### src/rtl/wb_regfile_pkg.sv
// Shared definitions for the writeback register file: datapath width,
// register count, register-index type and branch-condition encodings.
// Latency: n/a (declarations only). Backpressure: n/a.
package wb_regfile_pkg;

  localparam int DW   = 8;  // datapath width, matches ALU a/b/t
  localparam int NREG = 4;  // general registers R0..R3

  typedef logic [1:0] reg_idx_t;

  // Branch test encodings on the cond input
  localparam logic [1:0] COND_ALWAYS = 2'b00;
  localparam logic [1:0] COND_CF     = 2'b01;
  localparam logic [1:0] COND_ZF     = 2'b10;
  localparam logic [1:0] COND_NEVER  = 2'b11;

endpackage

### src/rtl/wb_flag_cond.sv
// Carry/zero flag register plus registered branch-condition evaluation.
// Latency: flags and take update one clock after their inputs. Backpressure: none.
// Ports: clk, rst_n; flag_en (qualified flag write), cf_in/zf_in; cond (branch test);
//        cf/zf (registered flags); take (registered decision from pre-update flags).
module wb_flag_cond (
  input  logic       clk,
  input  logic       rst_n,
  input  logic       flag_en,
  input  logic       cf_in,
  input  logic       zf_in,
  input  logic [1:0] cond,
  output logic       cf,
  output logic       zf,
  output logic       take
);
  import wb_regfile_pkg::*;

  logic take_nxt;

  // Evaluated against the flags as they stand before this edge, so a flag
  // update in the same cycle is only seen by the branch one cycle later.
  always_comb begin
    take_nxt = 1'b0;
    case (cond)
      COND_ALWAYS: take_nxt = 1'b1;
      COND_CF:     take_nxt = cf;
      COND_ZF:     take_nxt = zf;
      COND_NEVER:  take_nxt = 1'b0;
      default:     take_nxt = 1'b0;
    endcase
  end

  always_ff @(posedge clk or negedge rst_n) begin
    if (!rst_n) begin
      cf   <= 1'b0;
      zf   <= 1'b0;
      take <= 1'b0;
    end else begin
      take <= take_nxt;
      if (flag_en) begin
        cf <= cf_in;
        zf <= zf_in;
      end
    end
  end

endmodule

### src/rtl/wb_regfile.sv
// Four-entry ALU writeback register file with flags, branch decision and write counter.
// Latency: writes/flags/take/wb_cnt update at the next edge; reads are combinational.
// Backpressure: none, every wb_valid cycle is accepted.
// Ports: clk, rst_n; wb_valid/wb_we/wb_dst/wb_data (register write); flag_we/cf_in/zf_in
//        (flag write); ra_sel/rb_sel -> ra_data/rb_data; cond -> take; cf, zf; wb_cnt.
// Build option: define WB_BYPASS_EN to forward wb_data to a read port that selects
//        the register being written in the same cycle.
module wb_regfile #(
  parameter int DW   = 8,
  parameter int NREG = 4
) (
  input  logic          clk,
  input  logic          rst_n,
  input  logic          wb_valid,
  input  logic          wb_we,
  input  logic [1:0]    wb_dst,
  input  logic [DW-1:0] wb_data,
  input  logic          flag_we,
  input  logic          cf_in,
  input  logic          zf_in,
  input  logic [1:0]    ra_sel,
  input  logic [1:0]    rb_sel,
  output logic [DW-1:0] ra_data,
  output logic [DW-1:0] rb_data,
  output logic          cf,
  output logic          zf,
  input  logic [1:0]    cond,
  output logic          take,
  output logic [7:0]    wb_cnt
);
  import wb_regfile_pkg::*;

  logic [DW-1:0] regs [NREG];
  logic          wr_acc;
  reg_idx_t      wr_idx;

  assign wr_acc = wb_valid & wb_we;
  assign wr_idx = wb_dst;

  always_ff @(posedge clk or negedge rst_n) begin
    if (!rst_n) begin
      for (int i = 0; i < NREG; i++) begin
        regs[i] <= '0;
      end
      wb_cnt <= 8'h00;
    end else if (wr_acc) begin
      regs[wr_idx] <= wb_data;
      wb_cnt       <= wb_cnt + 8'd1;  // wraps FF -> 00 naturally
    end
  end

`ifdef WB_BYPASS_EN
  // Forward the in-flight write so the ALU sees the new value without a stall.
  assign ra_data = (wr_acc && (ra_sel == wr_idx)) ? wb_data : regs[ra_sel];
  assign rb_data = (wr_acc && (rb_sel == wr_idx)) ? wb_data : regs[rb_sel];
`else
  assign ra_data = regs[ra_sel];
  assign rb_data = regs[rb_sel];
`endif

  wb_flag_cond u_flag_cond (
    .clk     (clk),
    .rst_n   (rst_n),
    .flag_en (wb_valid & flag_we),
    .cf_in   (cf_in),
    .zf_in   (zf_in),
    .cond    (cond),
    .cf      (cf),
    .zf      (zf),
    .take    (take)
  );

endmodule

### config.mk
export PLATFORM = sky130hd
export DESIGN_NAME = wb_regfile
export DESIGN_NICKNAME = d
export VERILOG_FILES = /design/src/rtl/wb_regfile_pkg.sv /design/src/rtl/wb_flag_cond.sv /design/src/rtl/wb_regfile.sv
export SDC_FILE = /design/constraint.sdc
export NUM_CORES = 1
export LEC_CHECK = 0
export ABC_AREA = 1
export ABC_CLOCK_PERIOD_IN_PS = 1500
export CORE_ASPECT_RATIO = 0.75
export CORE_UTILIZATION = 35
export CTS_BUF_LIST = sky130_fd_sc_hd__clkbuf_4
export DETAILED_ROUTE_END_ITERATION = 10
export DONT_BUFFER_PORTS = 1
export RECOVER_POWER = 25
export SYNTH_ARGS = -nofsm -noshare
export SYNTH_HDL_FRONTEND = slang
export SYNTH_SLANG_ARGS = --single-unit
export TNS_END_PERCENT = 5
### constraint.sdc
create_clock -name clk -period 1.5 [get_ports clk]
set_input_delay 0.45 -clock clk [delete_from_list [all_inputs] [get_ports clk]]
set_output_delay 0.45 -clock clk [all_outputs]
set_load 0.1 [all_outputs]
==> impl_metrics.csv <==
group,metric,value,unit
die,die_h,72.8,um
pwr,finalPower,4.74,mW
timing,slew_headroom,41.2,%
timing,clock-skew-final,0.00144,ns
grt,grt_util_all_layers,17.0,%
clock_tree,clk_path_buf_depth,2,
worst_setup_path,critPathSlowestCell,"o211ai_1",
final_layout,n_antenna_cell,0,
final_layout,finalInstanceArea,2800,sq um
worst_setup_path,critical_path.cell_chain,"o211ai_1 > nand2_8",
clock_tree,cts_buffers,5,
die,std_cell_rows,25,
worst_setup_path,path_delay_family,"compound AO/OA/AOI/OAI gates",
synth,avgSynthCellArea,7.95,sq um
worst_setup_path,worstPathArrival,1.43,ns
die,coreArea,6380,sq um
grt,grt_pass1_vias,1762,
detailed_routing,detail-route-antenna-nets,0,
clock_tree,cts_root_buf,"clkbuf_4",
die,die_x,96.4,um
final_layout,synthToLayoutAreaGrowth,19.8,%
synth,yosysWarnings,0,
timing,setup_viol,17,
worst_setup_path,critPathMaxStageDelay,0.45,ns
grt,grt-ovfl-total,0,
timing,hold_viol,0,
clock_tree,clk_latency,0.34,ns
detailed_routing,wl_per_cell,13.7,um
synth,syn_area,2340,sq um
die,ios,50,
pwr,powerDensity,1690,nW/um^2
detailed_routing,totalWireLength,5340,um
detailed_routing,firstDrtPassIters,4,
grt,grt_start_max_net_pins,44,
worst_setup_path,cp-start-kind,"flop",
detailed_routing,drc,0,
timing,period_share,125,%
worst_hold_path,hp-class,"input pin to flop",
job,drv_cap,0,
synth,synthesis.nets,318,
clock_tree,clock-sinks,43,
die,start_util,36.6,%
final_layout,multi_input_area,1180,sq um
clock_tree,cts_tree,"done",
placement,place_area,2650,sq um
final_layout,nFillCells,648,
final_layout,nets,332,
worst_setup_path,worstSetupPathType,"flop to output pin",
timing,worst_pin_slew,0.879,ns
worst_setup_path,critPathMaxFanout,2,
placement,gp_congestion,0.754,
final_layout,regArea,1080,sq um
final_layout,drive_gt1_share,22.0,%
detailed_routing,vias,1871,
timing,clock.fmax,532,MHz
timing,whs,0.200,ns
timing,setup_ws,-0.378,ns
clock_tree,clk_pin_slew,0.13,ns
placement,dp_hpwl,3910,um
timing,slew_violations,0,
pwr,ir_drop,0.599,mV
grt,antenna_found_initial,0,
pwr,power_leakage,1.32,nW
worst_setup_path,crit_required,1.05,ns
synth,ys_ff_latch,43,
outcome,violations,"setup timing",
timing,finalCriticalPeriod,1.88,ns
grt,grt_pass1_wl,8950,um
outcome,status,"finished with violations",
die,die_area,7010,sq um
synth,synth.distinct_cells,23,
clock_tree,h-tree-depth,2,
worst_setup_path,crit_path_end_kind,"output pin",
placement,io_buffers,0,
synth,syn_inst,294,
detailed_routing,first_iter_violations,82,
synth,ys_seq_area_share,46.0,%
timing,rsz0062_at_grt,"true",
worst_setup_path,cp.buffers_inverters,0,
detailed_routing,routed_via_density,4.80,
## synthesized netlist by cell type
| master | count | area, sq um |
|---|---|---|
| nand2_1 | 114 | 428 |
| dfrtp_1 | 43 | 1080 |
| inv_1 | 34 | 128 |
| o21ai_0 | 26 | 130 |
| o211ai_1 | 16 | 120 |
| o21ai_2 | 15 | 131 |
| o21ai_1 | 9 | 45.0 |
| nor2_1 | 6 | 22.5 |
| clkbuf_1 | 5 | 18.8 |
| buf_6 | 4 | 45.0 |
| buf_2 | 3 | 15.0 |
| nand2_4 | 3 | 33.8 |
| mux2_2 | 2 | 22.5 |
| nand2_2 | 2 | 12.5 |
| nand3_1 | 2 | 10.0 |
| xnor2_1 | 2 | 17.5 |
| xor2_1 | 2 | 17.5 |
| ha_1 | 1 | 12.5 |
| inv_6 | 1 | 8.76 |
| nand3_4 | 1 | 17.5 |
| nand3b_1 | 1 | 7.51 |
| nor2_2 | 1 | 6.26 |
| nor2_4 | 1 | 11.3 |
## area by class of cell
type	count	share of cell area, %
clock buffer	6	1.61
clock inverter	2	2.15
inverter	35	4.74
multi-input combinational	204	42.1
sequential	43	38.6
tap	81	3.62
timing repair buffer	19	7.20
## sequential cells by signal, summed over array words and instances (netlist names)
name / cells
regs: 32
wb_cnt: 8
u_flag_cond.cf: 1
u_flag_cond.take: 1
u_flag_cond.zf: 1
## cell usage in the layout (no fill, tap or decap), types with 2 or more instances in the layout
cell,instances
buf_12,3
buf_4,10
buf_6,3
bufinv_16,2
clkbuf_4,7
dfrtp_1,40
dfrtp_2,3
inv_1,34
mux2_2,2
nand2_1,100
nand2_2,2
nand2_4,13
nand2_8,4
nand3_1,2
nor2_1,7
o211ai_1,16
o21ai_0,30
o21ai_1,5
o21ai_2,15
xnor2_1,2
xor2_1,2
## worst reg2reg max path: cells and delay by family, from the launching register on
family | cells | cell delay, ns
flip-flops | 1 | 0.47
AND/OR/NAND/NOR | 3 | 0.32
adder cells (fa/ha/maj) | 1 | 0.18
AO/OA/AOI/OAI | 1 | 0.16
buffers and inverters | 1 | 0.04
## stage by stage
stage | TNS, ns | cells | setup slack (ns) | utilization [%]
6_report | -4.54 | 390 | -0.378 | 43.9
5_1_grt | -6.08 | 390 | -0.468 | 43.9
4_1_cts | -4.90 | 390 | -0.374 | 44.5
3_5_place_dp | -0.194 | 378 | -0.0615 | 41.6
3_3_place_gp | -0.231 | 378 | -0.0758 | 41.6
2_1_floorplan | -1.28 | 294 | -0.104 | -
## worst paths after layout
check                                from  depth (start not counted)  slack [ns]               end
worst min register to register   regs[27]                          2        0.51          regs[27]
worst min-delay path              cond[1]                          1        0.20  u_flag_cond.take
max in group asynchronous           rst_n                          2        0.40         wb_cnt[4]
worst max-delay path              regs[8]                          2       -0.38        ra_data[0]
min in group asynchronous           rst_n                          2        0.64           regs[5]
worst max register to register  wb_cnt[0]                          6        0.23         wb_cnt[6]
## routing by layer
metal	wire, um	share of wire, %	track usage, %
met2	2300	43	24.8
met5	0	0	0
met4	55	1.0	4.90
met1	2670	50	24.9
met3	318	6.0	4.06
## where the power goes
part / leakage [nW] / switching [mW] / total, mW / internal (mW)
sequential: 0.529 / 0.184 / 1.60 / 1.41
combinational: 0.737 / 1.69 / 2.23 / 0.540
clock: 0.0559 / 0.379 / 0.917 / 0.538
## cells by family after synthesis
group / count (synthesis) / share of synthesized area (%)
AOI/OAI and AO/OA: 66 / 18.3
adders and majority gates: 1 / 0.535
and+or+nand+nor: 131 / 23.5
DFF: 43 / 46.0
xor gates and xnor gates: 4 / 1.50
buffers and inverters: 47 / 9.21
muxes: 2 / 0.964
## what timing repair did
action                     4_1_cts  5_1_grt
hold endpoints to repair        43        0
setup endpoints to repair       19       18
pin swaps                        8        3
gates cloned                     0        0
setup buffers                    2        0
resized for setup                6        2
hold buffers                     2        0
Power figures use the tool's default switching activity.
